==> src/rtl/trace_capture_buf_pkg.sv <==
// trace_capture_buf_pkg: state encoding, entry layout and packing shared by the trace recorder.
package trace_pkg;
  typedef enum logic [1:0] {IDLE = 2'd0, RUN = 2'd1, POST = 2'd2, DONE = 2'd3} state_t;
  localparam int INSTR_W = 32;
  localparam int RD_W = 5;
  localparam int WEN_W = 1;
  localparam int XLEN_MAX = 64;
  localparam int EMAX_W = 2 * XLEN_MAX + INSTR_W + RD_W + WEN_W;
  typedef logic [EMAX_W-1:0] emax_t;
  function automatic int entry_w(input int xlen);
    return 2 * xlen + INSTR_W + RD_W + WEN_W;
  endfunction
  // Fields are packed LSB-up at the caller's xlen, so pc ends up in the MSBs of entry_w(xlen).
  function automatic emax_t pack_entry(input int xlen, input logic [XLEN_MAX-1:0] pc,
                                       input logic [INSTR_W-1:0] instr, input logic [RD_W-1:0] rd,
                                       input logic wen, input logic [XLEN_MAX-1:0] wb);
    return (emax_t'(pc) << (xlen + INSTR_W + RD_W + WEN_W)) |
           (emax_t'(instr) << (xlen + RD_W + WEN_W)) |
           (emax_t'(rd) << (xlen + WEN_W)) |
           (emax_t'(wen) << xlen) |
           emax_t'(wb);
  endfunction
endpackage

==> src/rtl/trace_capture_buf_if.sv <==
// trace_capture_buf_if: retire-tap, control and readout signals of the trace recorder.
interface trace_capture_buf_if import trace_pkg::*; #(parameter int XLEN = 32, parameter int DEPTH = 16);
  localparam int AW = $clog2(DEPTH);
  logic cap_valid;
  logic [XLEN-1:0] cap_pc;
  logic [31:0] cap_instr;
  logic [4:0] cap_rd;
  logic cap_wen;
  logic [XLEN-1:0] cap_wb;
  logic arm;
  logic [XLEN-1:0] trig_pc;
  logic rd_req;
  logic [AW-1:0] rd_idx;
  logic rd_valid;
  logic [2*XLEN+INSTR_W+RD_W+WEN_W-1:0] rd_data;
  logic [1:0] state;
  logic [AW:0] count;
  logic wrapped;
  modport master (output cap_valid, cap_pc, cap_instr, cap_rd, cap_wen, cap_wb, arm, trig_pc, rd_req, rd_idx,
                  input rd_valid, rd_data, state, count, wrapped);
  modport slave (input cap_valid, cap_pc, cap_instr, cap_rd, cap_wen, cap_wb, arm, trig_pc, rd_req, rd_idx,
                 output rd_valid, rd_data, state, count, wrapped);
endinterface

==> src/rtl/trace_capture_buf_ram.sv <==
// trace_ram: DEPTH x W storage, one write port and one registered read port, no reset.
module trace_ram #(parameter int W = 102, parameter int DEPTH = 16, localparam int AW = $clog2(DEPTH)) (
  input  logic          clk,
  input  logic          we,
  input  logic [AW-1:0] waddr,
  input  logic [W-1:0]  wdata,
  input  logic          re,
  input  logic [AW-1:0] raddr,
  output logic [W-1:0]  q
);
  logic [W-1:0] mem [DEPTH];
  always_ff @(posedge clk) begin
    if (we) mem[waddr] <= wdata;
    if (re) q <= mem[raddr];
  end
endmodule

==> src/rtl/trace_capture_buf.sv <==
// trace_capture_buf: circular retire-trace recorder with in-order readout; TRACE_TRIG_EN enables PC trigger + post-capture.
module trace_capture_buf import trace_pkg::*; #(
  parameter int XLEN = 32,
  parameter int DEPTH = 16,
  parameter int POST_TRIG = DEPTH / 2
) (
  input logic clk,
  input logic rst,
  trace_capture_buf_if.slave bus
);
  localparam int AW = $clog2(DEPTH);
  localparam int ENTRY_W = entry_w(XLEN);
  state_t st, st_n;
  logic [AW-1:0] wptr, wptr_n, raddr;
  logic [AW:0] cnt, cnt_n;
  logic wrapped, wrapped_n, we, rd_ok, rd_valid, zero_q;
  logic [ENTRY_W-1:0] entry, q;
`ifdef TRACE_TRIG_EN
  logic [AW-1:0] post, post_n;
`endif
  assign entry = ENTRY_W'(pack_entry(XLEN, XLEN_MAX'(bus.cap_pc), bus.cap_instr, bus.cap_rd, bus.cap_wen,
                                     XLEN_MAX'(bus.cap_wb)));
  assign rd_ok = bus.rd_req && st == DONE;
  assign raddr = (wrapped ? wptr : '0) + bus.rd_idx;
  always_comb begin
    st_n = st;
    wptr_n = wptr;
    cnt_n = cnt;
    wrapped_n = wrapped;
    we = 1'b0;
`ifdef TRACE_TRIG_EN
    post_n = post;
`endif
    if (bus.arm) begin
      st_n = RUN;
      wptr_n = '0;
      cnt_n = '0;
      wrapped_n = 1'b0;
    end else if (bus.cap_valid && (st == RUN || st == POST)) begin
      we = 1'b1;
      wptr_n = wptr + 1'b1;
      cnt_n = cnt == (AW+1)'(DEPTH) ? cnt : cnt + 1'b1;
`ifdef TRACE_TRIG_EN
      wrapped_n = wrapped | (wptr == AW'(DEPTH - 1));
      if (st == RUN && bus.cap_pc == bus.trig_pc) begin
        post_n = AW'(POST_TRIG);
        st_n = POST_TRIG == 0 ? DONE : POST;
      end else if (st == POST) begin
        post_n = post - 1'b1;
        st_n = post == AW'(1) ? DONE : POST;
      end
`else
      st_n = cnt == (AW+1)'(DEPTH - 1) ? DONE : RUN;
`endif
    end
  end
  always_ff @(posedge clk or posedge rst) begin
    if (rst) begin
      st <= IDLE;
      wptr <= '0;
      cnt <= '0;
      wrapped <= 1'b0;
      rd_valid <= 1'b0;
      zero_q <= 1'b1;
`ifdef TRACE_TRIG_EN
      post <= '0;
`endif
    end else begin
      st <= st_n;
      wptr <= wptr_n;
      cnt <= cnt_n;
      wrapped <= wrapped_n;
      rd_valid <= rd_ok;
      if (rd_ok) zero_q <= {1'b0, bus.rd_idx} >= cnt;
`ifdef TRACE_TRIG_EN
      post <= post_n;
`endif
    end
  end
  trace_ram #(.W(ENTRY_W), .DEPTH(DEPTH)) u_ram (
    .clk(clk), .we(we), .waddr(wptr), .wdata(entry), .re(rd_ok), .raddr(raddr), .q(q)
  );
  // zero_q resets high so rd_data reads 0 out of reset despite the unreset RAM.
  assign bus.rd_data = zero_q ? '0 : q;
  assign bus.rd_valid = rd_valid;
  assign bus.state = st;
  assign bus.count = cnt;
  assign bus.wrapped = wrapped;
endmodule
==> src/flat_wrapper.sv <==
// flat-port wrapper written by rule: the top's interface ports become plain ports
module trace_capture_buf_flat import trace_pkg::*;
#(
  parameter int XLEN = 32,
  parameter int DEPTH = 16,
  parameter int POST_TRIG = DEPTH / 2
)
  (clk, rst, bus_cap_valid, bus_cap_pc, bus_cap_instr, bus_cap_rd, bus_cap_wen, bus_cap_wb, bus_arm, bus_trig_pc, bus_rd_req, bus_rd_idx, bus_rd_valid, bus_rd_data, bus_state, bus_count, bus_wrapped);
  trace_capture_buf_if #(.XLEN(XLEN), .DEPTH(DEPTH)) bus_i ();
  input logic clk;
  input logic rst;
  input wire logic [$bits(bus_i.cap_valid)-1:0] bus_cap_valid;
  input wire logic [$bits(bus_i.cap_pc)-1:0] bus_cap_pc;
  input wire logic [$bits(bus_i.cap_instr)-1:0] bus_cap_instr;
  input wire logic [$bits(bus_i.cap_rd)-1:0] bus_cap_rd;
  input wire logic [$bits(bus_i.cap_wen)-1:0] bus_cap_wen;
  input wire logic [$bits(bus_i.cap_wb)-1:0] bus_cap_wb;
  input wire logic [$bits(bus_i.arm)-1:0] bus_arm;
  input wire logic [$bits(bus_i.trig_pc)-1:0] bus_trig_pc;
  input wire logic [$bits(bus_i.rd_req)-1:0] bus_rd_req;
  input wire logic [$bits(bus_i.rd_idx)-1:0] bus_rd_idx;
  output wire logic [$bits(bus_i.rd_valid)-1:0] bus_rd_valid;
  output wire logic [$bits(bus_i.rd_data)-1:0] bus_rd_data;
  output wire logic [$bits(bus_i.state)-1:0] bus_state;
  output wire logic [$bits(bus_i.count)-1:0] bus_count;
  output wire logic [$bits(bus_i.wrapped)-1:0] bus_wrapped;
  assign bus_i.cap_valid = bus_cap_valid;
  assign bus_i.cap_pc = bus_cap_pc;
  assign bus_i.cap_instr = bus_cap_instr;
  assign bus_i.cap_rd = bus_cap_rd;
  assign bus_i.cap_wen = bus_cap_wen;
  assign bus_i.cap_wb = bus_cap_wb;
  assign bus_i.arm = bus_arm;
  assign bus_i.trig_pc = bus_trig_pc;
  assign bus_i.rd_req = bus_rd_req;
  assign bus_i.rd_idx = bus_rd_idx;
  assign bus_rd_valid = bus_i.rd_valid;
  assign bus_rd_data = bus_i.rd_data;
  assign bus_state = bus_i.state;
  assign bus_count = bus_i.count;
  assign bus_wrapped = bus_i.wrapped;
  trace_capture_buf #(.XLEN(XLEN), .DEPTH(DEPTH), .POST_TRIG(POST_TRIG)) u_core (.clk(clk), .rst(rst), .bus(bus_i));
endmodule
==> config.mk <==
export PLATFORM = sky130hd
export DESIGN_NAME = trace_capture_buf_flat
export DESIGN_NICKNAME = d
export VERILOG_FILES = /design/src/rtl/trace_capture_buf_pkg.sv /design/src/rtl/trace_capture_buf_if.sv /design/src/rtl/trace_capture_buf_ram.sv /design/src/rtl/trace_capture_buf.sv /design/src/flat_wrapper.sv
export SDC_FILE = /design/constraint.sdc
export NUM_CORES = 1
export LEC_CHECK = 0
export CORE_ASPECT_RATIO = 0.9
export CORE_MARGIN = 2
export CORE_UTILIZATION = 55
export DETAILED_ROUTE_END_ITERATION = 10
export DONT_BUFFER_PORTS = 1
export PLACE_DENSITY = 0.7
export SLEW_MARGIN = 30
export SYNTH_ARGS = -nofsm -noshare
export SYNTH_HDL_FRONTEND = slang
export SYNTH_SLANG_ARGS = --single-unit
export TNS_END_PERCENT = 5
==> constraint.sdc <==
create_clock -name clk -period 12.2 [get_ports clk]
set_clock_uncertainty 0.15 [all_clocks]
set_input_delay 0.61 -clock clk [delete_from_list [all_inputs] [get_ports clk]]
set_output_delay 0.61 -clock clk [all_outputs]
set_load 0.01 [all_outputs]
==> impl_metrics.yaml, run 1 <==
setup_path:
  rrSetupSlack_ps: 8320
  worst-path-stages: 6
  r2r-start: "u_core.bus.state[0]"
  cp_cell_sequence: "ha_1 -> and2_1 -> nand3b_1 -> nor2_4 -> buf_6 -> buf_4"
  crit_arrival_ps: 4130
  cp.required_ps: 12450
  path_delay_family: "buffers and inverters"
  critPathLaunchType: "flip-flop"
  crit_type: "reg2reg"
  r2r-end: "u_core.u_ram.mem[7][75]"
  r2r_cells: 6
  slowest_stage: "buf_4"
  cp_num_buf_inv: 2
  worstPathMaxFanout: 55
  critPathMaxStageDelay_ps: 900
  crit_path_end_kind: "flip-flop"
sta:
  final.min_clock_period_ps: 3880
  setup_tns_ps: 0
  rsz0062_at_grt: "no"
  timing.fmax_ghz: 0.258
  drv_slew: 138
  fin_crit_sh: 0.318
  slew_headroom: -0.407
  hold_viol_final: 0
  tightest_slew_ps: 2110
  setup_viol: 0
yosys:
  avgSynthCellArea_sq_um: 23.3
  synth_async_sr_flop_share: 0.00744
  ys_seq_area_frac: 0.800
  yosys_warnings: 0
  syn_nets: 2961
  ys.flop_type: "edfxtp_1"
  ys_ff_latch: 1747
  syn_inst: 2806
  synth_edf_count: 1734
  syn_area_sq_um: 65500
  ys_types: 35
grt:
  grt_usage: 0.236
  grt_max_degree: 410
  antenna_found_initial: 17
  grt_pass1_wl_um: 208000
  grt_remaining_overflow: 0
  grt_pass1_vias: 30800
routing:
  vias: 29500
  drt_iter0_drc: 3481
  via_per_inst: 6.29
  wl_per_cell_um: 30.3
  drc: 0
  drt_wl_total_um: 142000
  antenna_left: 0
  drt-pass1-iter-count: 6
cells_and_area:
  drive_above_1_share: 0.232
  syn2layout_area_growth_pct: 12.7
  fillerInstances: 7850
  regArea_sq_um: 52400
  nets: 3126
  multiInputGateArea_sq_um: 12400
place:
  portBuffers: 0
  place_congestion: 0.725
  dp.final_hpwl_um: 63800
floorplan:
  rows: 120
  ios: 254
  design.die.area_sq_um: 122000
  die_y_um: 331
  dieWidth_um: 368
  coreArea_sq_um: 119000
  initial_core_util: 0.552
power:
  p_total_mw: 12.2
  power_density_nw_per_um2: 165
  p_leak_nw: 23.1
  ir_drop_v: 0.000130
clocking:
  postCtsResizedCells: 0
  clk_latency_ps: 800
  htreeDepth: 4
  clockBufferDepth: 3
  clk_pin_slew_ps: 60
  clock-sinks: 1747
  cts_buffers: 168
  cts_tree: "done"
  clock-root-buffer: "clkbuf_16"
  post_cts_buffers: 0
worst_hold_path:
  hp-class: "in2reg"
  min_from: "bus_rd_idx[3]"
  hold_depth: 4
  min_to: "u_core.zero_q"
outcome:
  status: "complete, but fails checks"
  violations: "slew limit"
job:
  maxCapViolCount: 0
per-stage QoR:
stage / setup slack [ps] / instances / util / instance area, sq um / hold WS, ps
floorplan: 3170 / 2806 / - / 65500 / 336
global placement: 8160 / 4281 / 0.567 / 67200 / 378
detailed placement: 8320 / 4282 / 0.567 / 67300 / 399
CTS: 8290 / 4694 / 0.622 / 73800 / 56.3
global route: 8170 / 4697 / 0.622 / 73800 / 96.0
finish: 8320 / 4698 / 0.622 / 73800 / 95.5
registers in the layout, summed over array words and instances (netlist names):
register and flops:
u_core.bus.count 5, u_core.bus.rd_valid 1, u_core.bus.state 2, u_core.u_ram.mem 1632
u_core.u_ram.q 102, u_core.wptr 4, u_core.zero_q 1
layer usage:
metal / global-route usage / vias up / routed length (um)
met5: 0 / - / 107
met4: 0.0690 / 18 / 3030
met3: 0.0372 / 226 / 9290
met2: 0.398 / 1208 / 73800
met1: 0.323 / 15900 / 56100
li1: - / 12200 / -
cell usage after synthesis (all sizes together) (2+ instances only):
library cell  number  share of area
nand2b             2        0.00019
a21oi              4        0.00031
ha                12         0.0023
o21ai              2        0.00015
dfrtp             12         0.0046
and2               3        0.00029
nand2            114         0.0065
edfxtp          1734           0.80
clkbuf            76         0.0044
nor3               4        0.00031
buf               75         0.0073
nor2b            105          0.010
nor2              23         0.0013
a22oi            204          0.024
nand4              3        0.00029
xnor2              3        0.00040
inv                9        0.00052
mux4             408           0.14
xor2               2        0.00027
worst max path at each step:
stage	start	to
2_1_floorplan	u_core.bus.state[1]	u_core.u_ram.mem[3][0]
3_3_place_gp	u_core.bus.state[0]	u_core.u_ram.mem[7][2]
3_5_place_dp	u_core.bus.state[0]	u_core.u_ram.mem[7][34]
4_1_cts	u_core.bus.state[0]	u_core.u_ram.mem[7][75]
5_1_grt	u_core.bus.state[0]	u_core.u_ram.mem[7][75]
6_report	u_core.bus.state[0]	u_core.u_ram.mem[7][75]
report_power, final:
group / switching, mW / total [mW] / internal, mW / leakage, nW
Combinational: 0.203 / 0.399 / 0.196 / 4.65
Clock: 2.16 / 5.12 / 2.96 / 2.65
Sequential: 0.0119 / 6.66 / 6.65 / 15.8
repair_timing:
item	4_1_cts	5_1_grt
endpoints found under the hold margin	1656	0
hold buffers	105	0
setup endpoints to repair	0	0
layout by cell type (no fill, tap or decap), types with 6 or more instances in the layout:
master / count
ha_1: 12
buf_12: 6
buf_6: 8
nor2b_1: 103
nor2_1: 10
clkbuf_1: 31
inv_1: 9
clkinv_1: 34
clkbuf_16: 172
buf_4: 26
clkinv_2: 34
edfxtp_1: 1734
dlygate4sd3_1: 105
clkinvlp_4: 9
dfrtp_1: 12
nand2_1: 114
mux4_2: 408
a22oi_2: 9
a22oi_1: 195
nor2_4: 13
bufinv_16: 18
area by class of cell:
cell class	count	area share
timing repair buffer	146	0.0201
tap	1586	0.0269
antenna	4	0.000136
clock buffer	203	0.0599
inverter	9	0.000458
clock inverter	104	0.0138
multi-input combinational	899	0.169
sequential	1747	0.710
worst register-to-register path, stage by stage (launching register included):
cell	delay, ps
dfrtp_1	430
ha_1	330
and2_1	370
nand3b_1	370
nor2_4	200
buf_6	640
buf_4	960
kinds of logic (layout without fill, tap and decap cells):
kind of cell	after synthesis	after routing	synth area share
buf+inv	160	462	0.0121
simple gates	258	258	0.0193
other cells	1	5	0.0000573
mux	409	409	0.140
flops	1747	1747	0.800
fa+ha+maj	12	12	0.00229
xor+xnor	5	5	0.000669
compound gates	214	214	0.0250
No activity file was read; power rests on OpenSTA's default activity.
==> inputs of run 2 (changes only) <==
- clock period: 12.2 -> 3.8 ns (I/O delays scaled with it)
==> run 2 against run 1 <==
  * The run now ends clean
  * Flip-flop and latch count did not move
  * Sequential power rose to 3.2 times the previous value
  * Setup slack got worse by 8200 ps
==> impl_metrics.yaml, run 2 (synthesis gave the netlist of run 1 again) <==
sta:
  hold_viol_final: 0
  rsz0062_at_grt: "no"
  setup_viol: 0
  timing.fmax_ghz: 0.276
  fin_hold_ws_ps: 143
  final.setup.worst_slack_ps: 172
  tightest_slew_ps: 980
  fin_crit_sh: 0.955
  slew_headroom: 0.347
  final.min_clock_period_ps: 3630
  drv_slew: 0
setup_path:
  cp.required_ps: 4180
  slowest_stage: "dlygate4sd3_1"
  critPathLaunchType: "primary input"
  rrSetupSlack_ps: 500
  startpoint: "bus_rd_idx[0]"
  crit_path_end_kind: "flip-flop"
  path_common_cell: "dlygate4sd3_1"
  worst-path-stages: 8
  crit_arrival_ps: 4000
  crit_type: "in2reg"
  worstPathMaxFanout: 98
  r2r-end: "u_core.u_ram.q[83]"
  path_delay_family: "buffers and inverters"
  critPathMaxStageDelay_ps: 610
  r2r-start: "u_core.u_ram.mem[8][83]"
  cp_num_buf_inv: 5
  cp_cell_sequence: "buf_16 -> buf_16 -> mux4_2 -> dlygate4sd3_1 -> a22oi_1 -> dlygate4sd3_1 -> nand2_1 -> dlygate4sd3_1"
  setup.worst_path.end: "u_core.u_ram.q[86]"
  r2r_cells: 6
worst_hold_path:
  hp-class: "in2reg"
outcome:
  status: "complete, no violations"
floorplan:
  die_y_um: 331
  ios: 254
  rows: 120
  coreArea_sq_um: 119000
  dieWidth_um: 368
  initial_core_util: 0.552
  design.die.area_sq_um: 122000
routing:
  vias: 30500
  drc: 0
  via_per_inst: 6.18
  drt_wl_total_um: 141000
  drt-pass1-iter-count: 6
  wl_per_cell_um: 28.6
  drt_iter0_drc: 3570
  antenna_left: 0
clocking:
  clock-root-buffer: "clkbuf_16"
  clk_pin_slew_ps: 60
  clock-sinks: 1747
  post_cts_buffers: 0
  htreeDepth: 4
  clockBufferDepth: 3
  cts_buffers: 166
  cts_tree: "done"
  clk_latency_ps: 790
place:
  post-place-ws_ps: 823
  portBuffers: 0
  dp.final_hpwl_um: 67000
  place_congestion: 0.749
cells_and_area:
  regMostFlops: "u_core.u_ram.mem"
  layout.cells.most_common_list: "1734 x edfxtp_1, 408 x mux4_2, 311 x dlygate4sd3_1"
  syn2layout_area_growth_pct: 16.5
  largest_reg_flops: 1632
  drive_above_1_share: 0.215
  nets: 3359
  final_common_cell: "edfxtp_1"
grt:
  grt_pass1_wl_um: 209000
  grt_pass1_vias: 32300
  grt_usage: 0.234
  grt_max_degree: 338
  antenna_found_initial: 19
  grt_remaining_overflow: 0
power:
  ir_drop_v: 0.000494
  power_density_nw_per_um2: 511
  p_leak_nw: 24.1
job:
  maxCapViolCount: 0
run 2: cell types whose count changed in the layout (fill, tap and decap cells not counted), moves of 5 or more:
cell,previous run,this run
clkinvlp_4,9,3
bufinv_16,18,11
clkinv_2,34,22
buf_12,6,32
clkbuf_1,31,46
buf_6,8,1
dlymetal6s4s_1,0,10
dlygate4sd3_1,105,311
buf_4,26,21
run 2: final cells by class:
cell class                 instances  area [sq um]
antenna                            6          15.0
clock buffer                     214          4380
clock inverter                    83           812
fill                            7606         42300
inverter                           9          33.8
multi-input combinational        899         12500
sequential                      1747         52400
tap                             1586          1980
timing repair buffer             381          4210
run 2: repair_timing:
action,in CTS,in global routing
hold buffers,324,0
endpoints found under the hold margin,1815,0
endpoints found under the setup margin,0,45
resized for setup,0,11
run 2: power by group:
part	internal, mW	total, mW	switching (mW)
Sequential	21.3	21.4	0.0389
Clock	8.92	15.8	6.90
Combinational	0.839	1.76	0.925
Total	31.1	39.0	7.86
run 2: worst min-delay path by stage:
stage             startpoint                  end  slack [ps]  cells past startpoint
2_1_floorplan            rst  u_core.bus.count[0]         -80                      1
3_3_place_gp             rst  u_core.bus.state[1]         -20                      1
3_5_place_dp             rst  u_core.bus.rd_valid          20                      1
4_1_cts        bus_rd_idx[0]   u_core.u_ram.q[65]          30                      3
5_1_grt        bus_rd_idx[1]   u_core.u_ram.q[30]         140                      4
6_report       bus_cap_valid  u_core.bus.count[2]         140                      4
run 2: per-layer routing:
layer  vias to the layer above  track usage  wire [um]
met5                         -            0        169
met4                        24       0.0662       3080
met3                       227       0.0489      10900
met2                      1299        0.389      71500
met1                     16200        0.317      55300
li1                      12700            -          -
run 2: metrics by stage:
step | util | power (mW) | instance area, sq um | TNS, ps | std cells
after CTS | 0.642 | 39.1 | 76100 | 0 | 4914
after floorplan | - | 22.7 | 65600 | -913210 | 2806
after global routing | 0.643 | 40.1 | 76300 | 0 | 4924
after detailed placement | 0.570 | 22.8 | 67600 | 0 | 4293
final | 0.643 | 39.0 | 76300 | 0 | 4925
after global placement | 0.570 | 22.8 | 67600 | 0 | 4293
run 2: tightest hold or removal path: stages:
cell	delay, ps
dlygate4sd3_1	580
nand3_1	110
nand2_1	70
a21oi_1	60
